--- src/rtl/esfa_op_sequencer_pkg.sv ---
// Shared types for the ESFA operation sequencer.
//   op_e    : request opcodes (6-7 are reserved and never stored)
//   state_e : sequencer FSM states
package esfa_op_sequencer_pkg;

  typedef enum logic [2:0] {
    OP_NOP          = 3'd0,
    OP_UPDATE       = 3'd1,
    OP_LOOKUP       = 3'd2,
    OP_DELETE       = 3'd3,
    OP_CONGRUE_UP   = 3'd4,
    OP_CONGRUE_DOWN = 3'd5
  } op_e;

  typedef enum logic [1:0] {
    S_IDLE  = 2'd0,
    S_SCAN  = 2'd1,
    S_APPLY = 2'd2,
    S_RESP  = 2'd3
  } state_e;

  // Reserved opcodes are answered immediately with ok=0.
  function automatic logic op_is_defined(input logic [2:0] op);
    return (op <= 3'd5);
  endfunction

endpackage

--- src/rtl/esfa_op_sequencer_if.sv ---
// Request/response bus of the ESFA operation sequencer.
//   master : host side (drives req_*, observes ready/resp/occupancy)
//   slave  : sequencer side
interface esfa_op_sequencer_if #(
  parameter int unsigned IDX_W = 8,
  parameter int unsigned VAL_W = 16,
  parameter int unsigned DEPTH = 8
);
  localparam int unsigned OCC_W = $clog2(DEPTH + 1);

  logic             req_valid;
  logic             req_ready;
  logic [2:0]       req_op;
  logic [IDX_W-1:0] req_index;
  logic [VAL_W-1:0] req_value;
  logic             req_is_handle;
  logic             resp_valid;
  logic             resp_ok;
  logic [VAL_W-1:0] resp_value;
  logic [OCC_W-1:0] occupancy;

  modport master (
    output req_valid, req_op, req_index, req_value, req_is_handle,
    input  req_ready, resp_valid, resp_ok, resp_value, occupancy
  );

  modport slave (
    input  req_valid, req_op, req_index, req_value, req_is_handle,
    output req_ready, resp_valid, resp_ok, resp_value, occupancy
  );
endinterface

--- src/rtl/esfa_op_sequencer_cell_array.sv ---
// DEPTH tuple cells {valid, is_handle, index, value}.
//   i_clk/i_rst_n : clock, async active-low clear of every cell
//   i_raddr, o_r* : combinational read port
//   i_we, i_waddr, i_w* : single synchronous write port
module esfa_op_sequencer_cell_array #(
  parameter int unsigned IDX_W = 8,
  parameter int unsigned VAL_W = 16,
  parameter int unsigned DEPTH = 8,
  parameter int unsigned PTR_W = 3
) (
  input  logic             i_clk,
  input  logic             i_rst_n,
  input  logic [PTR_W-1:0] i_raddr,
  output logic             o_rvalid,
  output logic             o_rhandle,
  output logic [IDX_W-1:0] o_rindex,
  output logic [VAL_W-1:0] o_rvalue,
  input  logic             i_we,
  input  logic [PTR_W-1:0] i_waddr,
  input  logic             i_wvalid,
  input  logic             i_whandle,
  input  logic [IDX_W-1:0] i_windex,
  input  logic [VAL_W-1:0] i_wvalue
);

  typedef struct packed {
    logic             valid;
    logic             is_handle;
    logic [IDX_W-1:0] index;
    logic [VAL_W-1:0] value;
  } cell_t;

  cell_t r_cells [DEPTH];
  cell_t w_rd;

  always_ff @(posedge i_clk or negedge i_rst_n) begin
    if (!i_rst_n) begin
      for (int unsigned i = 0; i < DEPTH; i++) begin
        r_cells[i] <= '0;
      end
    end else if (i_we) begin
      r_cells[i_waddr] <= '{valid: i_wvalid, is_handle: i_whandle,
                            index: i_windex, value: i_wvalue};
    end
  end

  always_comb begin
    w_rd = r_cells[i_raddr];
  end

  assign o_rvalid  = w_rd.valid;
  assign o_rhandle = w_rd.is_handle;
  assign o_rindex  = w_rd.index;
  assign o_rvalue  = w_rd.value;

endmodule

--- src/rtl/esfa_op_sequencer.sv ---
// ESFA operation sequencer: accepts one opcode per req_valid/req_ready
// transfer, scans the cell array one cell per cycle, applies the result
// and emits a single-cycle resp_valid pulse.
//   clk, rst_n : clock, async active-low reset
//   bus        : esfa_op_sequencer_if.slave (request, response, occupancy)
module esfa_op_sequencer
  import esfa_op_sequencer_pkg::*;
#(
  parameter int unsigned IDX_W = 8,
  parameter int unsigned VAL_W = 16,
  parameter int unsigned DEPTH = 8
) (
  input  logic                clk,
  input  logic                rst_n,
  esfa_op_sequencer_if.slave  bus
);

  localparam int unsigned PTR_W = $clog2(DEPTH);
  localparam int unsigned OCC_W = $clog2(DEPTH + 1);
  localparam logic [PTR_W-1:0] LAST_PTR = PTR_W'(DEPTH - 1);
  localparam logic [OCC_W-1:0] FULL_OCC = OCC_W'(DEPTH);

  state_e           r_state,      w_state_nxt;
  op_e              r_op,         w_op_nxt;
  logic [IDX_W-1:0] r_index,      w_index_nxt;
  logic [VAL_W-1:0] r_value,      w_value_nxt;
  logic             r_is_handle,  w_is_handle_nxt;
  logic [PTR_W-1:0] r_ptr,        w_ptr_nxt;
  logic             r_hit,        w_hit_nxt;
  logic [PTR_W-1:0] r_hit_ptr,    w_hit_ptr_nxt;
  logic             r_free,       w_free_nxt;
  logic [PTR_W-1:0] r_free_ptr,   w_free_ptr_nxt;
  logic [OCC_W-1:0] r_cnt,        w_cnt_nxt;
  logic             r_ovf,        w_ovf_nxt;
  logic [OCC_W-1:0] r_occ,        w_occ_nxt;
  logic             r_resp_ok,    w_resp_ok_nxt;
  logic [VAL_W-1:0] r_resp_value, w_resp_value_nxt;

  logic [PTR_W-1:0] w_raddr;
  logic             w_rvalid, w_rhandle;
  logic [IDX_W-1:0] w_rindex;
  logic [VAL_W-1:0] w_rvalue;
  logic             w_we, w_wvalid, w_whandle;
  logic [PTR_W-1:0] w_waddr;
  logic [IDX_W-1:0] w_windex;
  logic [VAL_W-1:0] w_wvalue;
  logic             w_match, w_last;

  esfa_op_sequencer_cell_array #(
    .IDX_W (IDX_W),
    .VAL_W (VAL_W),
    .DEPTH (DEPTH),
    .PTR_W (PTR_W)
  ) u_cells (
    .i_clk     (clk),
    .i_rst_n   (rst_n),
    .i_raddr   (w_raddr),
    .o_rvalid  (w_rvalid),
    .o_rhandle (w_rhandle),
    .o_rindex  (w_rindex),
    .o_rvalue  (w_rvalue),
    .i_we      (w_we),
    .i_waddr   (w_waddr),
    .i_wvalid  (w_wvalid),
    .i_whandle (w_whandle),
    .i_windex  (w_windex),
    .i_wvalue  (w_wvalue)
  );

  // APPLY re-reads the matched cell (LOOKUP/DELETE need its value).
  assign w_raddr = (r_state == S_APPLY) ? r_hit_ptr : r_ptr;
  assign w_match = w_rvalid && (w_rindex == r_index);
  assign w_last  = (r_ptr == LAST_PTR);

  always_ff @(posedge clk or negedge rst_n) begin
    if (!rst_n) begin
      r_state      <= S_IDLE;
      r_op         <= OP_NOP;
      r_index      <= '0;
      r_value      <= '0;
      r_is_handle  <= 1'b0;
      r_ptr        <= '0;
      r_hit        <= 1'b0;
      r_hit_ptr    <= '0;
      r_free       <= 1'b0;
      r_free_ptr   <= '0;
      r_cnt        <= '0;
      r_ovf        <= 1'b0;
      r_occ        <= '0;
      r_resp_ok    <= 1'b0;
      r_resp_value <= '0;
    end else begin
      r_state      <= w_state_nxt;
      r_op         <= w_op_nxt;
      r_index      <= w_index_nxt;
      r_value      <= w_value_nxt;
      r_is_handle  <= w_is_handle_nxt;
      r_ptr        <= w_ptr_nxt;
      r_hit        <= w_hit_nxt;
      r_hit_ptr    <= w_hit_ptr_nxt;
      r_free       <= w_free_nxt;
      r_free_ptr   <= w_free_ptr_nxt;
      r_cnt        <= w_cnt_nxt;
      r_ovf        <= w_ovf_nxt;
      r_occ        <= w_occ_nxt;
      r_resp_ok    <= w_resp_ok_nxt;
      r_resp_value <= w_resp_value_nxt;
    end
  end

  always_comb begin
    w_state_nxt      = r_state;
    w_op_nxt         = r_op;
    w_index_nxt      = r_index;
    w_value_nxt      = r_value;
    w_is_handle_nxt  = r_is_handle;
    w_ptr_nxt        = r_ptr;
    w_hit_nxt        = r_hit;
    w_hit_ptr_nxt    = r_hit_ptr;
    w_free_nxt       = r_free;
    w_free_ptr_nxt   = r_free_ptr;
    w_cnt_nxt        = r_cnt;
    w_ovf_nxt        = r_ovf;
    w_occ_nxt        = r_occ;
    w_resp_ok_nxt    = r_resp_ok;
    w_resp_value_nxt = r_resp_value;
    w_we             = 1'b0;
    w_waddr          = r_ptr;
    w_wvalid         = w_rvalid;
    w_whandle        = w_rhandle;
    w_windex         = w_rindex;
    w_wvalue         = w_rvalue;

    unique case (r_state)
      S_IDLE: begin
        if (bus.req_valid) begin
          w_index_nxt     = bus.req_index;
          w_value_nxt     = bus.req_value;
          w_is_handle_nxt = bus.req_is_handle;
          w_ptr_nxt       = '0;
          w_hit_nxt       = 1'b0;
          w_free_nxt      = 1'b0;
          w_cnt_nxt       = '0;
          w_ovf_nxt       = 1'b0;
          if (!op_is_defined(bus.req_op)) begin
            w_op_nxt         = OP_NOP;
            w_resp_ok_nxt    = 1'b0;
            w_resp_value_nxt = '0;
            w_state_nxt      = S_RESP;
          end else if (op_e'(bus.req_op) == OP_NOP) begin
            w_op_nxt         = OP_NOP;
            w_resp_ok_nxt    = 1'b1;
            w_resp_value_nxt = '0;
            w_state_nxt      = S_RESP;
          end else begin
            w_op_nxt    = op_e'(bus.req_op);
            w_state_nxt = S_SCAN;
          end
        end
      end

      S_SCAN: begin
        case (r_op)
          OP_UPDATE, OP_LOOKUP, OP_DELETE: begin
            if (!w_rvalid && !r_free) begin
              w_free_nxt     = 1'b1;
              w_free_ptr_nxt = r_ptr;
            end
            if (w_match) begin
              w_hit_nxt     = 1'b1;
              w_hit_ptr_nxt = r_ptr;
              w_state_nxt   = S_APPLY;
            end else if (w_last) begin
              w_state_nxt = S_APPLY;
            end else begin
              w_ptr_nxt = r_ptr + 1'b1;
            end
          end
          OP_CONGRUE_UP: begin
            // A cell already at all-ones would wrap; leave it and flag it.
            if (w_rvalid && (w_rindex >= r_index)) begin
              if (w_rindex == '1) begin
                w_ovf_nxt = 1'b1;
              end else begin
                w_we      = 1'b1;
                w_windex  = w_rindex + 1'b1;
                w_cnt_nxt = r_cnt + 1'b1;
              end
            end
            if (w_last) w_state_nxt = S_APPLY;
            else        w_ptr_nxt   = r_ptr + 1'b1;
          end
          OP_CONGRUE_DOWN: begin
            // The pivot cell is removed; only cells strictly above it
            // decrement, so no index ever drops below req_index.
            if (w_match) begin
              w_we      = 1'b1;
              w_wvalid  = 1'b0;
              w_whandle = 1'b0;
              w_windex  = '0;
              w_wvalue  = '0;
              w_cnt_nxt = r_cnt + 1'b1;
              if (r_occ != '0) w_occ_nxt = r_occ - 1'b1;
            end else if (w_rvalid && (w_rindex > r_index)) begin
              w_we      = 1'b1;
              w_windex  = w_rindex - 1'b1;
              w_cnt_nxt = r_cnt + 1'b1;
            end
            if (w_last) w_state_nxt = S_APPLY;
            else        w_ptr_nxt   = r_ptr + 1'b1;
          end
          default: w_state_nxt = S_APPLY;
        endcase
      end

      S_APPLY: begin
        w_state_nxt = S_RESP;
        case (r_op)
          OP_UPDATE: begin
            w_resp_value_nxt = r_value;
            w_wvalid         = 1'b1;
            w_whandle        = r_is_handle;
            w_windex         = r_index;
            w_wvalue         = r_value;
            if (r_hit) begin
              w_we          = 1'b1;
              w_waddr       = r_hit_ptr;
              w_resp_ok_nxt = 1'b1;
            end else if (r_free && (r_occ != FULL_OCC)) begin
              w_we          = 1'b1;
              w_waddr       = r_free_ptr;
              w_occ_nxt     = r_occ + 1'b1;
              w_resp_ok_nxt = 1'b1;
            end else begin
              w_resp_ok_nxt = 1'b0;
            end
          end
          OP_LOOKUP: begin
            w_resp_ok_nxt    = r_hit;
            w_resp_value_nxt = r_hit ? w_rvalue : '0;
          end
          OP_DELETE: begin
            if (r_hit) begin
              w_we             = 1'b1;
              w_waddr          = r_hit_ptr;
              w_wvalid         = 1'b0;
              w_whandle        = 1'b0;
              w_windex         = '0;
              w_wvalue         = '0;
              if (r_occ != '0) w_occ_nxt = r_occ - 1'b1;
              w_resp_ok_nxt    = 1'b1;
              w_resp_value_nxt = w_rvalue;
            end else begin
              w_resp_ok_nxt    = 1'b0;
              w_resp_value_nxt = '0;
            end
          end
          OP_CONGRUE_UP, OP_CONGRUE_DOWN: begin
            w_resp_ok_nxt    = !r_ovf;
            w_resp_value_nxt = VAL_W'(r_cnt);
          end
          default: begin
            w_resp_ok_nxt    = 1'b0;
            w_resp_value_nxt = '0;
          end
        endcase
      end

      S_RESP: w_state_nxt = S_IDLE;

      default: w_state_nxt = S_IDLE;
    endcase
  end

  assign bus.req_ready  = (r_state == S_IDLE);
  assign bus.resp_valid = (r_state == S_RESP);
  assign bus.resp_ok    = r_resp_ok;
  assign bus.resp_value = r_resp_value;
  assign bus.occupancy  = r_occ;

endmodule

--- src/flat_wrapper.sv ---
// flat-port wrapper written by rule: the top's interface ports become plain ports
module esfa_op_sequencer_flat import esfa_op_sequencer_pkg::*;
#(
  parameter int unsigned IDX_W = 8,
  parameter int unsigned VAL_W = 16,
  parameter int unsigned DEPTH = 8
)
  (clk, rst_n, bus_req_valid, bus_req_op, bus_req_index, bus_req_value, bus_req_is_handle, bus_req_ready, bus_resp_valid, bus_resp_ok, bus_resp_value, bus_occupancy);
  esfa_op_sequencer_if #(.IDX_W(IDX_W), .VAL_W(VAL_W), .DEPTH(DEPTH)) bus_i ();
  input  logic clk;
  input  logic rst_n;
  input wire logic [$bits(bus_i.req_valid)-1:0] bus_req_valid;
  input wire logic [$bits(bus_i.req_op)-1:0] bus_req_op;
  input wire logic [$bits(bus_i.req_index)-1:0] bus_req_index;
  input wire logic [$bits(bus_i.req_value)-1:0] bus_req_value;
  input wire logic [$bits(bus_i.req_is_handle)-1:0] bus_req_is_handle;
  output wire logic [$bits(bus_i.req_ready)-1:0] bus_req_ready;
  output wire logic [$bits(bus_i.resp_valid)-1:0] bus_resp_valid;
  output wire logic [$bits(bus_i.resp_ok)-1:0] bus_resp_ok;
  output wire logic [$bits(bus_i.resp_value)-1:0] bus_resp_value;
  output wire logic [$bits(bus_i.occupancy)-1:0] bus_occupancy;
  assign bus_i.req_valid = bus_req_valid;
  assign bus_i.req_op = bus_req_op;
  assign bus_i.req_index = bus_req_index;
  assign bus_i.req_value = bus_req_value;
  assign bus_i.req_is_handle = bus_req_is_handle;
  assign bus_req_ready = bus_i.req_ready;
  assign bus_resp_valid = bus_i.resp_valid;
  assign bus_resp_ok = bus_i.resp_ok;
  assign bus_resp_value = bus_i.resp_value;
  assign bus_occupancy = bus_i.occupancy;
  esfa_op_sequencer #(.IDX_W(IDX_W), .VAL_W(VAL_W), .DEPTH(DEPTH)) u_core (.clk(clk), .rst_n(rst_n), .bus(bus_i));
endmodule
--- config.mk ---
export PLATFORM = sky130hd
export DESIGN_NAME = esfa_op_sequencer_flat
export DESIGN_NICKNAME = d
export VERILOG_FILES = /design/src/rtl/esfa_op_sequencer_pkg.sv /design/src/rtl/esfa_op_sequencer_if.sv /design/src/rtl/esfa_op_sequencer_cell_array.sv /design/src/rtl/esfa_op_sequencer.sv /design/src/flat_wrapper.sv
export SDC_FILE = /design/constraint.sdc
export NUM_CORES = 1
export LEC_CHECK = 0
export ABC_AREA = 1
export CAP_MARGIN = 20
export CORE_MARGIN = 10
export CORE_UTILIZATION = 45
export DETAILED_ROUTE_END_ITERATION = 8
export GPL_ROUTABILITY_DRIVEN = 1
export PLACE_DENSITY_LB_ADDON = 0.05
export SETUP_SLACK_MARGIN = 0.15
export SLEW_MARGIN = 20
export SYNTH_ARGS = -nofsm -noshare
export SYNTH_HDL_FRONTEND = slang
export SYNTH_SLANG_ARGS = --single-unit
export TNS_END_PERCENT = 100
--- constraint.sdc ---
create_clock -name clk -period 5.3 [get_ports clk]
set_input_delay 1.06 -clock clk [delete_from_list [all_inputs] [get_ports clk]]
set_output_delay 1.06 -clock clk [all_outputs]
set_load 0.01 [all_outputs]
Yosys cells after proc, flatten, opt, wreduce, memory -nomap -nowiden. Index checks and enable logic that the tools add are counted.

Logic and storage cells: 216. Input port bits: 31. Bits in registers: 275.

Reductions and logical operators: 28. Bitwise operators: 2. Multiplexer cells: 96. Order comparisons: 6. Equality and inequality tests: 31. Add/subtract/negate cells: 6.

Operators by type and width (count): bitwise mux 208 bit (1); 2-to-1 mux 16 bit (7); case mux 16 bit (2 select lines) (3); binary-select mux 26 bit (select 3 bit) (1); demux 26 bit (select 3 bit) (1); 2-to-1 mux 26 bit (3); case mux 16 bit (3 select lines) (1); case mux 8 bit (2 select lines) (3); 2-to-1 mux 4 bit (11); 2-to-1 mux 8 bit (5); case mux 4 bit (2 select lines) (4); 2-to-1 mux 3 bit (10); 2-to-1 mux 1 bit (24); case mux 1 bit (2 select lines) (11); inequality test 3 bit (second input constant) (7); case mux 3 bit (2 select lines) (3); inequality test 2 x 1 -> 1 bit (second input constant) (6); AND reduction 4 bit (3); 2-to-1 mux 2 bit (5); equality test 3 bit (second input constant) (3); AND reduction 3 bit (3); adder 4 x 1 -> 4 bit (second input constant) (2); adder 8 x 1 -> 8 bit (second input constant) (1); equality test 8 bit (1); 34 further kinds (50).

Depth between registers and ports, before layout. Gate-level depths: netlist of the first run.

Word-level depth: 13. Gate-level depth with buffers: 30. Gate-level depth less buffers: 27.

Cells and area by module. Synthesis of the first run repeated with hierarchy kept, for this count alone.

Cell total of the unflattened synthesis: 2071. Area, all modules: 14859.3 um2.

By module, submodules not included: esfa_op_sequencer_cell_array (instances 1, area each 10128.5 um2, cells each 1399, sequential area each 5205.0 um2); esfa_op_sequencer (instances 1, area each 4730.8 um2, cells each 672, sequential area each 1676.6 um2).

Least setup slack after synthesis of the first run. OpenSTA, ideal clock, no wires.

Path type: register to register. Start point: register u_core.r_state[0]. End point: register u_core.u_cells.r_cells[15] (netlist bit). Arrival: 3.332 ns. Setup time: 0.141 ns. Cell stages (with the launch flop): 28. Path buffers: 4. Slack: 1.827 ns. Data required time: 5.159 ns. Path through: dfrtp_1 > inv_1 > ha_1 > inv_2 > nand2_1 > nand2_2 > buf_4 > buf_6 > buf_2 > nand2_1 > nand3_1 > nand3_1 > nand2_1 > ha_1 > a21oi_1 > o21ai_0 > nand2_1 > nand2_1 > o21ai_2 > nor3_1 > nand2_1 > nand2_2 > nand3_2 > nor2_4 > inv_2 > buf_2 > nand2_1 > o21ai_1.

Longest elaborated chain between the ends: 12.

RTL lines: from (decl) (RTL line esfa_op_sequencer.sv:23) `state_e r_state, w_state_nxt;`; from (signal assigned) (RTL line esfa_op_sequencer.sv:93) `r_state <= w_state_nxt;`; equality test 2 bit (RTL line esfa_op_sequencer.sv:71, esfa_op_sequencer.sv:134); 2-to-1 mux 3 bit (RTL line esfa_op_sequencer.sv:71) `assign w_raddr = (r_state == S_APPLY) ? r_hit_ptr : r_ptr;`; NOT 3 -> 4 bit (implied by the code) (RTL line esfa_op_sequencer_cell_array.sv:48) `w_rd = r_cells[i_raddr];`; binary-select mux 26 bit (select 3 bit) (RTL line esfa_op_sequencer_cell_array.sv:48); 2-to-1 mux 26 bit (implied by the code) (2 in a row) (RTL line esfa_op_sequencer_cell_array.sv:48); > comparator 8 bit / equality test 8 bit (equally long branches) (RTL line esfa_op_sequencer.sv:204, esfa_op_sequencer.sv:72); logical AND 1 bit (on tied branches) (RTL line esfa_op_sequencer.sv:204, esfa_op_sequencer.sv:72); 2-to-1 mux 1 bit / 2-to-1 mux 16 bit (equally long branches) (RTL line esfa_op_sequencer.sv:204, esfa_op_sequencer.sv:196); 2-to-1 mux 1 bit / 2-to-1 mux 16 bit (equally long branches) (RTL line esfa_op_sequencer.sv:196, esfa_op_sequencer.sv:163); case mux 1 bit (2 select lines) / case mux 16 bit (2 select lines) (equally long branches) (RTL line esfa_op_sequencer.sv:163, esfa_op_sequencer.sv:134); case mux 1 bit (2 select lines) / bitwise mux 208 bit (equally long branches) (RTL line esfa_op_sequencer.sv:134, esfa_op_sequencer_cell_array.sv:42); to (signal, indexed assignment) (RTL line esfa_op_sequencer_cell_array.sv:42) `r_cells[i_waddr] <= '{valid: i_wvalid, is_handle: i_whandle,`; to (decl) (RTL line esfa_op_sequencer_cell_array.sv:33) `cell_t r_cells [DEPTH];`.

Parallel ways exist; a longest one is shown, timed or not. The select of a mux whose other input is x is not followed. A chain may end at the register's enable or synchronous reset.

Worst setup path in the final report of the first run.
Start point: register u_core.r_state[0]. End point: register u_core.u_cells.r_cells[46] (netlist bit).

Longest elaborated chain between the ends: 13.

RTL lines: equality test 2 bit (RTL line esfa_op_sequencer.sv:71, esfa_op_sequencer.sv:134); 2-to-1 mux 3 bit (RTL line esfa_op_sequencer.sv:71); NOT 3 -> 4 bit (implied by the code) (RTL line esfa_op_sequencer_cell_array.sv:48); binary-select mux 26 bit (select 3 bit) (RTL line esfa_op_sequencer_cell_array.sv:48); 2-to-1 mux 26 bit (implied by the code) (2 in a row) (RTL line esfa_op_sequencer_cell_array.sv:48); > comparator 8 bit (RTL line esfa_op_sequencer.sv:204) `end else if (w_rvalid && (w_rindex > r_index)) begin`; logical AND 1 bit (RTL line esfa_op_sequencer.sv:204); 2-to-1 mux 8 bit (RTL line esfa_op_sequencer.sv:204); 2-to-1 mux 8 bit (RTL line esfa_op_sequencer.sv:196) `if (w_match) begin`; case mux 8 bit (2 select lines) (RTL line esfa_op_sequencer.sv:163) `case (r_op)`; case mux 8 bit (2 select lines) (RTL line esfa_op_sequencer.sv:134) `unique case (r_state)`; bitwise mux 208 bit (RTL line esfa_op_sequencer_cell_array.sv:42).

Parallel ways exist; a longest one is shown, timed or not. The select of a mux whose other input is x is not followed.

==> metrics.txt, run 1 <==
worst-path fanout max=43; Syn Std Cell Area=between 10000 and 15000 sq um; DIE AREA=about 39000 sq um; DRC Markers=0; Crit Path Class=flip-flop to flip-flop; post-layout util=0.518; CP Launch Type=flip-flop; clock tree root driver cell=clkbuf_16; Setup Skew=~13 ps; Top FF cell, synth=dfrtp_1; Initial Utilization=0.457; antenna violations before repair=0; antenna diode count=0; Final setup viols=0; DR pass1 iterations=7; Detail Route Antenna Nets=0; DR vias/cell=between 5 and 6; largest family of logic cells by synthesized area=simple AND/OR/NAND/NOR gates; crit-path max cell delay=approximately 700 ps; Hold Path Class=flip-flop to flip-flop; Core Footprint=30700 sq um; vias in the first global route=~12000; IO buf count=52; CP delay by family, top=simple AND/OR/NAND/NOR gates; CP bufs+invs=3; Clock Latency Late Sink=580 ps; Chip Width=roughly 200 microns; Hold-fix buffers, CTS=0; Ys Warns=0; Setup crit end kind=flip-flop; Yosys top cell area share=0.473; maximum vdd drop=~0.25 mV; Die H=197 microns; top cells by area, synth=dfrtp_1, nand2_1, nand3_1, o21ai_0, inv_1; Mapped Cells=1871; flop2flop setup slack=between 700 and 800 ps; outcome=finished clean; Netlist cell types=43; power per cell area=584 nW/um^2; leakage power total=between 7 and 8 nW; htree depth=1; io pins=54; first-pass GRT wire length=about 67000 microns; CP arrival=slightly above 5000 ps; layout cells sized above 1=0.0627; Longest Clk Path Bufs=3; CP required=5760 ps; Compound-Gate Fraction of Synth Area=0.152; Area Overhead vs Synth=13.2%; post-synthesis mux area share=0; Synth Area in Simple Gates=0.265; setup TNS=0 ps; layout net count=1943; Slew @ Worst Pin=883 ps; Synth area leader=dfrtp_1; Post-DP HPWL=approximately 28000 microns; count of routing violations after the opening detailed-route iteration=1247; CTS buffer count=30; average wire per standard cell=approximately 18 microns; CTS tree=built; Synth async-reset ratio=1.00; crit share post-route=0.865; Slew Limit Fails=0; CP max-delay cell=o21ai_4; number of flops mapped to enable cells by yosys=0; fin crit period=about 4600 ps; clk sink count=266; Clk pin slew, worst setup/hold paths=approximately 60 ps; crit-path most repeated cell=nand2_1; Synth Area in XOR/XNOR=0.00311; max-cap violations=0; RSZ-0062 raised after global routing=no; post-CTS setup buffer count=0; Placer Congestion=approximately 0.93; detailed-route via count=between 10000 and 15000; Post-Syn Nets=around 1900; final hold vios=0; CP Cell Sequence=inv_1 > ha_2 > o21ai_4 > nand3_1 > nand3_1 > nand2_1 > ha_1 > a21oi_1 > o21ai_0 > nand2_1 > nand2_1 > o21ai_2 > nor3_1 > nand2_1 > nand2_2 > nand2_2 > inv_2 > nand2_4 > inv_2 > nand3_1 > nand2_1; largest net degree at the start of global routing=~110; Seq/Total Area, Yosys=0.473; Rel. slew slack=0.411; row count=between 60 and 70; grt ovf=0; FMAX=~220 MHz; Synth Area in Adders=0.0187; Total Routing Usage GR=0.215; Syn Area/Cell=~7.5 sq um; Total Wirelength=around 42000 microns; #FFs+latches synth=about 270
[registers in the layout, indices dropped and copies added (netlist names)]
register / flops
u_core.r_free: 1
u_core.bus.resp_value: 16
u_core.r_state: 2
u_core.u_cells.r_cells: 200
u_core.r_hit: 1
u_core.r_index: 8
u_core.r_value: 16
u_core.bus.occupancy: 4
u_core.r_op: 3
u_core.r_ptr: 3
u_core.r_free_ptr: 3
u_core.r_cnt: 4
u_core.r_hit_ptr: 3
u_core.bus.resp_ok: 1
u_core.r_ovf: 1
[cell usage after synthesis, types with 2 or more instances]
| cell | count |
|---|---|
| buf_6 | 3 |
| a31oi_1 | 10 |
| nor3_1 | 8 |
| dfrtp_1 | 266 |
| a32oi_1 | 2 |
| clkinv_1 | 2 |
| nand2_2 | 11 |
| or2_2 | 2 |
| a221oi_1 | 3 |
| inv_2 | 12 |
| nand4_1 | 6 |
| nor2_2 | 2 |
| buf_4 | 14 |
| o21ai_1 | 103 |
| nand3_1 | 186 |
| nand3b_1 | 4 |
| o21a_1 | 2 |
| xor2_1 | 4 |
| nand2_1 | 544 |
| nand2_4 | 5 |
| clkbuf_1 | 35 |
| o221ai_1 | 7 |
| o22ai_1 | 50 |
| buf_2 | 39 |
| a21oi_1 | 28 |
| ha_1 | 21 |
| inv_1 | 189 |
| nor2_1 | 124 |
| o21ai_2 | 4 |
| o21ai_0 | 159 |
| o211ai_1 | 13 |
| buf_1 | 2 |
[stage by stage]
stage | power [mW] | std cells | area (sq um) | hold slack (ps) | worst slack [ps]
floorplan | 5.54 | 1871 | 14100 | 440 | 1830
global placement | 7.07 | 2255 | 14900 | 456 | 500
detailed placement | 7.11 | 2255 | 14900 | 458 | 454
CTS | 9.31 | 2309 | 15900 | 474 | 430
global route | 10.0 | 2309 | 15900 | 493 | 355
finish | 9.30 | 2309 | 15900 | 478 | 715
[kinds of logic after synthesis]
family	count (synthesis)
buffers and inverters	296
AO/OA/AOI/OAI	388
XOR/XNOR	5
adder cells (fa/ha/maj)	21
flip-flops	266
AND/OR/NAND/NOR	895
[layout make-up]
type                       instances  area [sq um]
multi-input combinational       1309          6200
timing repair buffer              81           768
tap                              396           495
sequential                       266          6660
clock buffer                      43           880
clock inverter                    11           160
fill                            3067         14800
inverter                         203           772
[layer usage]
metal / GRT usage / up-vias / part of all wire
met2: 0.322 / 334 / 0.44
li1: - / 6138 / -
met5: 0 / - / 0
met1: 0.324 / 6017 / 0.49
met4: 0.0487 / 0 / 0.017
met3: 0.0269 / 60 / 0.060
[layout by cell type (no fill, tap or decap), types with 3 or more instances in the layout]
cell type        instances
inv_1                  189
a31oi_1                 10
o21ai_0                159
nand3_1                186
nand2_1                544
clkbuf_16               30
clkdlybuf4s50_1         51
o211ai_1                13
ha_1                    20
inv_4                    4
o22ai_1                 50
o21ai_1                102
nand2_2                 11
xor2_1                   4
nor2_1                 124
clkbuf_1                 5
clkinv_2                 5
bufinv_16                3
a221oi_1                 3
o221ai_1                 7
nor3_1                   8
o21ai_2                  3
a21oi_1                 28
nand2_4                  5
nand4_1                  6
dfrtp_1                266
buf_4                   27
inv_2                    8
clkbuf_8                 8
nand3b_1                 4
[worst paths after layout]
check | from | endpoint | cells after the start
min | u_core.u_cells.r_cells[45] | u_core.u_cells.r_cells[45] | 2
max reg2reg | u_core.r_state[0] | u_core.u_cells.r_cells[46] | 21
max | u_core.r_state[0] | u_core.u_cells.r_cells[46] | 21
max in group asynchronous | rst_n | u_core.r_index[5] | 2
min reg2reg | u_core.u_cells.r_cells[45] | u_core.u_cells.r_cells[45] | 2
min in group asynchronous | rst_n | u_core.r_value[4] | 1
[worst min-delay path, stage by stage, from the launching register on]
cell,delay [ps]
dfrtp_1,340
nand2_1,50
nand2_1,50
[where the power goes]
| group | switching, mW | internal, mW |
|---|---|---|
| sequential | 0.208 | 2.39 |
| clock | 0.857 | 1.30 |
| combinational | 3.34 | 1.22 |
[timing repair]
item | in CTS | in global routing
endpoints found under the setup margin | 0 | 112
gates resized for setup | 0 | 9
hold endpoints to repair | 0 | 0
Power figures use the tool's default switching activity.
==> run 2, diff against run 1 <==
--- a/config.mk
+++ b/config.mk
@@ -8,7 +8,7 @@
 export ABC_AREA = 1
 export CAP_MARGIN = 20
 export CORE_MARGIN = 10
-export CORE_UTILIZATION = 45
+export CORE_UTILIZATION = 55
 export DETAILED_ROUTE_END_ITERATION = 8
 export GPL_ROUTABILITY_DRIVEN = 1
 export PLACE_DENSITY_LB_ADDON = 0.05
==> run 2 against run 1 <==
Clock-buffer cell count shrank 6; critical path depth shrank 2; critical endpoint is now u_core.u_cells.r_cells[67]; combinational power shrank 2%; die area shrank 16%; setup slack lost 180 ps; critical path type unchanged; global-route usage grew 2.5 points.
==> metrics.txt, run 2 (synthesis gave the netlist of run 1 again) <==
Setup Skew=20.3 ps (was 12.9 ps); Core Footprint=25200 sq um (was 30700 sq um); Slew Limit Fails=0 (unchanged); post-CTS setup buffer count=0 (unchanged); clock tree root driver cell=clkbuf_16 (unchanged); antenna diode count=0 (unchanged); post-CTS sizing=0 (unchanged); first-pass GRT wire length=65000 microns (was 67200 microns); Crit Path Class=flip-flop to flip-flop (unchanged); Clk pin slew, worst setup/hold paths=70 ps (was 60 ps); Hold-fix buffers, CTS=0 (unchanged); Sequential cell area=6660 sq um (unchanged); Chip Width=180 microns (was 197 microns); Non-Filler Instances=2245 (was 2309); CP Launch Type=flip-flop (unchanged); Placer Congestion=0.900 (was 0.931); max-cap violations=0 (unchanged); PnR Total Power=9.22 mW (was 9.30 mW); layout net count=1947 (was 1943); fill count=2236 (was 3067); outcome=finished clean (unchanged); largest net degree at the start of global routing=132 (was 111); grt ovf=0 (unchanged); DR vias/cell=5.69 (was 5.43); Slew @ Worst Pin=826 ps (was 883 ps); # placed instances=2193 (was 2255); final hold vios=0 (unchanged); leakage power total=7.53 nW (was 7.48 nW); maximum vdd drop=0.325 mV (was 0.255 mV); worst-path fanout max=35 (was 43); io pins=54 (unchanged); DRC Markers=0 (unchanged); average wire per standard cell=17.8 microns (was 18.0 microns); Setup crit end kind=flip-flop (unchanged); setup TNS=0 ps (unchanged); RSZ-0062 raised after global routing=no (unchanged); layout cells sized above 1=0.0632 (was 0.0627); Rel. slew slack=0.447 (was 0.411); CTS tree=built (unchanged); vias in the first global route=11900 (was 11700); CP arrival=5180 ps (was 5040 ps); Final setup viols=0 (unchanged); reg2reg path depth=19 (was 21); Total Wirelength=40000 microns (was 41700 microns); commonest non-fill, non-tap cell in the layout=nand2_1 (unchanged); count of routing violations after the opening detailed-route iteration=1211 (was 1247); Area Overhead vs Synth=13.2% (about the same); DR pass1 iterations=5 (was 7); htree depth=1 (unchanged); Hold Path Class=input pin to async pin (was flip-flop to flip-flop); Die H=180 microns (was 197 microns); critical path capture point=u_core.u_cells.r_cells[67] (was u_core.u_cells.r_cells[46]); CTS buffer count=29 (was 30); Largest register FFs=200 (unchanged); row count=58 (was 64); Biggest register=u_core.u_cells.r_cells (unchanged); fin crit period=4760 ps (was 4580 ps); origin of the critical flop-to-flop path=u_core.r_state[0] (unchanged); post-route setup slack=536 ps (was 715 ps); crit share post-route=0.899 (was 0.865); CP required=5710 ps (was 5760 ps); post-place setup slack=707 ps (was 454 ps); Setup crit start=u_core.r_state[0] (unchanged); Detail Route Antenna Nets=0 (unchanged); Clock Latency Late Sink=580 ps (about the same); DIE AREA=32400 sq um (was 38700 sq um); reg-to-reg endpoint=u_core.u_cells.r_cells[67] (was u_core.u_cells.r_cells[46]); Longest Clk Path Bufs=3 (unchanged); Multi-input gate area=6190 sq um (was 6200 sq um); flop2flop setup slack=540 ps (was 720 ps); IO buf count=52 (unchanged); FMAX=210 MHz (was 218 MHz); Post-DP HPWL=25800 microns (was 27600 microns); Initial Utilization=0.559 (was 0.457); detailed-route via count=12800 (was 12500); hold_ws=352 ps (was 478 ps); commonest cells after routing, fill and taps aside=nand2_1, dfrtp_1, inv_1 (unchanged); antenna violations before repair=0 (unchanged); power per cell area=579 nW/um^2 (was 584 nW/um^2); clk sink count=266 (unchanged); Total Routing Usage GR=0.240 (was 0.215)
[run 2: changes by cell type in the layout (fill, tap and decap cells not counted), moves of 2 or more]
cell | before | now
bufinv_16 | 3 | 5
buf_12 | 2 | 8
inv_4 | 4 | 0
buf_4 | 27 | 25
clkbuf_8 | 8 | 3
inv_2 | 8 | 12
[run 2: power by group]
part | switching [mW] | total, mW | internal (mW)
clock network | 0.855 | 2.15 | 1.29
registers | 0.205 | 2.59 | 2.39
logic | 3.28 | 4.48 | 1.19
total | 4.34 | 9.22 | 4.87
[run 2: final cells by class]
class                      count  share of cell area
clock buffer                  37              0.0493
clock inverter                14              0.0139
inverter                     203              0.0478
multi-input combinational   1309               0.388
sequential                   266               0.418
tap                          330              0.0259
timing repair buffer          86              0.0566
[run 2: worst min-delay path by stage]
stage	start	end	slack, ps
floorplan	u_core.u_cells.r_cells[47]	u_core.u_cells.r_cells[47]	440
global placement	u_core.u_cells.r_cells[202]	u_core.u_cells.r_cells[202]	460
detailed placement	u_core.u_cells.r_cells[45]	u_core.u_cells.r_cells[45]	460
CTS	u_core.u_cells.r_cells[45]	u_core.u_cells.r_cells[45]	470
global route	rst_n	u_core.bus.resp_value[13]	360
finish	rst_n	u_core.r_value[12]	350
[run 2: per-stage QoR]
| step | cell area, sq um | util |
|---|---|---|
| 2_1_floorplan | 14100 | - |
| 3_3_place_gp | 14900 | 0.591 |
| 3_5_place_dp | 14900 | 0.591 |
| 4_1_cts | 15900 | 0.631 |
| 5_1_grt | 15900 | 0.632 |
| 6_report | 15900 | 0.632 |
[run 2: metal layers]
layer / share of wire / global-route usage
met5: 0 / 0
met4: 0.014 / 0.0519
met3: 0.088 / 0.0452
met2: 0.44 / 0.361
met1: 0.46 / 0.353
[run 2: worst max-delay path, cell delays in order, from the launching register on]
cell     delay (ps)
dfrtp_1         440
inv_1           110
ha_1            240
buf_4           220
nand2_1         140
nand2_2         470
nand2_1         200
nand3_1          90
nand3_1         120
nand2_1         280
ha_1            420
nand2_1          70
nor2_1          130
nand2_1          90
inv_1           100
nand2_1          70
o21ai_1         180
nand3_1         330
a32oi_1         740
o21ai_1         160
==> run 3, diff against run 2 <==
--- a/config.mk
+++ b/config.mk
@@ -7,8 +7,10 @@
 export LEC_CHECK = 0
 export ABC_AREA = 1
 export CAP_MARGIN = 20
+export CORE_ASPECT_RATIO = 2
 export CORE_MARGIN = 10
 export CORE_UTILIZATION = 55
+export CTS_CLUSTER_SIZE = 8
 export DETAILED_ROUTE_END_ITERATION = 8
 export GPL_ROUTABILITY_DRIVEN = 1
 export PLACE_DENSITY_LB_ADDON = 0.05
==> constraint.sdc (replaced) <==
create_clock -name clk -period 4 [get_ports clk]
set_input_delay 0.8 -clock clk [delete_from_list [all_inputs] [get_ports clk]]
set_output_delay 0.8 -clock clk [all_outputs]
set_load 0.01 [all_outputs]
==> run 3 against run 2 <==
First-iteration DRC count down 23%; total power increased by 50%; core utilization rose by 5.6 points; critical path depth increased by 10; global-route usage is 3.2 points higher; register-to-register slack worse by 310 ps; maximum frequency grew 26%; cell area increased by 8.6%; setup slack worse by 310 ps; combinational power increased by 69%; sequential power grew 33%; flip-flop and latch count is the same; critical path type unchanged; highest routed layer unchanged.
==> metrics.txt, run 3 (synthesis gave the netlist of run 1 again) <==
flop2flop setup slack=230 ps (was 540 ps); setup TNS=0 ps (unchanged); Biggest register=u_core.u_cells.r_cells (unchanged); Sw Ratio=0.461 (was 0.471); power per cell area=802 nW/um^2 (was 579 nW/um^2); fin crit period=3770 ps (was 4760 ps); Setup Skew=13.9 ps (was 20.3 ps); Top Usage Layer GRT=met2 (unchanged); GRT met1 Usage=0.274 (was 0.353); Slew @ Worst Pin=750 ps (was 826 ps); # placed instances=2285 (was 2193); detailed-route via count=13500 (was 12800); Detail Route Antenna Nets=0 (unchanged); Final setup viols=0 (unchanged); count of routing violations after the opening detailed-route iteration=927 (was 1211); Total Wirelength=45100 microns (was 40000 microns); max-cap violations=0 (unchanged); Rel. slew slack=0.495 (was 0.447); worst-path fanout max=17 (was 35); Largest register FFs=200 (unchanged); final instance area=17300 sq um (was 15900 sq um); antenna diode count=0 (unchanged); outcome=finished clean (unchanged); crit-path most repeated cell=nand2_1 (unchanged); CP max-delay cell=dfrtp_1 (was a32oi_1); largest net degree at the start of global routing=109 (was 132); internal power=7.48 mW (was 4.87 mW); antenna violations before repair=0 (unchanged); Core Footprint=25100 sq um (was 25200 sq um); Placer Congestion=0.968 (was 0.900); Area Overhead vs Synth=22.9% (was 13.2%); final hold vios=0 (unchanged); crit share post-route=0.943 (was 0.899); row count=82 (was 58); dpl cell area=15800 sq um (was 14900 sq um); reg2reg path depth=29 (was 19); clock power share=0.204 (was 0.233); commonest non-fill, non-tap cell in the layout=nand2_1 (unchanged); Clock Latency Late Sink=530 ps (was 580 ps); DIE AREA=32800 sq um (was 32400 sq um); Hold-fix buffers, CTS=0 (unchanged); DR vias/cell=5.75 (was 5.69); leakage power total=8.18 nW (was 7.53 nW); commonest cells after routing, fill and taps aside=nand2_1, dfrtp_1, inv_1 (unchanged); Total Routing Usage GR=0.273 (was 0.240); CP arrival=4210 ps (was 5180 ps); Crit Path Class=flip-flop to flip-flop (unchanged); Die H=246 microns (was 180 microns); Hold Path Class=input pin to async pin (unchanged); Slew Limit Fails=0 (unchanged); origin of the critical flop-to-flop path=u_core.r_state[1] (was u_core.r_state[0]); RSZ-0062 raised after global routing=no (unchanged); Longest Clk Path Bufs=3 (unchanged); layout cells sized above 1=0.133 (was 0.0632); reg-to-reg endpoint=u_core.u_cells.r_cells[93] (was u_core.u_cells.r_cells[67]); Chip Width=133 microns (was 180 microns); met2 usage=0.484 (was 0.361); average wire per standard cell=19.3 microns (was 17.8 microns); layout net count=2060 (was 1947); Clk pin slew, worst setup/hold paths=50 ps (was 70 ps); P_sw=6.39 mW (was 4.34 mW); grt ovf=0 (unchanged); M3 GR Usage=0.0322 (was 0.0452); DRC Markers=0 (unchanged); register share of total power=0.249 (was 0.281); DR pass1 iterations=5 (unchanged); IO buf count=52 (unchanged); Initial Utilization=0.560 (was 0.559); vias in the first global route=13500 (was 11900); CP required=4440 ps (was 5710 ps); CP Launch Type=flip-flop (unchanged); htree depth=2 (was 1); Post-DP HPWL=31000 microns (was 25800 microns); CTS buffer count=39 (was 29); first-pass GRT wire length=70900 microns (was 65000 microns); crit-path max cell delay=410 ps (was 740 ps); FMAX=265 MHz (was 210 MHz); clock tree root driver cell=clkbuf_16 (unchanged); io pins=54 (unchanged); maximum vdd drop=0.582 mV (was 0.325 mV); CTS tree=built (unchanged); clk sink count=266 (unchanged); Comb pwr share=0.547 (was 0.486); Non-Filler Instances=2344 (was 2245); Setup crit end kind=flip-flop (unchanged)
## run 3: how the worst max path moves through the flow
stage | cells after the start | slack (ps) | start | to
floorplan | 27 | 530 | u_core.r_state[0] | u_core.u_cells.r_cells[15]
global placement | 25 | 80 | u_core.r_state[0] | u_core.u_cells.r_cells[172]
detailed placement | 24 | 9 | u_core.r_state[0] | u_core.u_cells.r_cells[49]
CTS | 28 | 150 | u_core.r_state[0] | u_core.u_cells.r_cells[83]
global route | 30 | 90 | u_core.r_state[0] | u_core.u_cells.r_cells[92]
finish | 29 | 230 | u_core.r_state[1] | u_core.u_cells.r_cells[93]
## run 3: per-layer routing
metal,vias up,share of wire
li1,6375,-
met1,6450,0.34
met2,475,0.52
met3,180,0.042
met4,0,0.094
met5,-,0
## run 3: worst max-delay path, delay by kind of cell, from the launching register on
kind | cells | cell delay (ps)
flops | 1 | 410
buf+inv | 9 | 1030
compound gates | 5 | 710
simple gates | 13 | 1120
fa+ha+maj | 2 | 400
## run 3: layout make-up
cell class,instances,area [sq um]
clock inverters,2,17.5
repair buffers,188,2000
inverters,203,777
repair inverters,1,7.51
multi-input cells,1309,6440
flip-flops and latches,266,6660
fillers,2193,7840
clock buffers,39,976
well taps,336,420
## run 3: power by group through the flow
stage	registers (mW)	logic [mW]	clock network, mW
after CTS	3.44	7.15	2.88
after floorplan	3.42	3.92	0
after global placement	3.46	6.86	0
after detailed placement	3.47	6.95	0
final	3.45	7.58	2.83
after global routing	3.50	8.21	2.99
## run 3: through the flow
step           hold slack (ps)  setup WS, ps  power [mW]   util
6_report                   210           230        13.9  0.688
5_1_grt                    249          88.9        14.7  0.688
4_1_cts                    239           151        13.5  0.676
3_5_place_dp               457          9.28        10.4  0.627
3_3_place_gp               455          81.6        10.3  0.627
2_1_floorplan              440           527        7.35      -
## run 3: repair_timing
item,4_1_cts,5_1_grt
pin swaps,3,8
buffers inserted,5,9
cloned,3,1
resized for setup,28,55
setup endpoints to repair,197,200
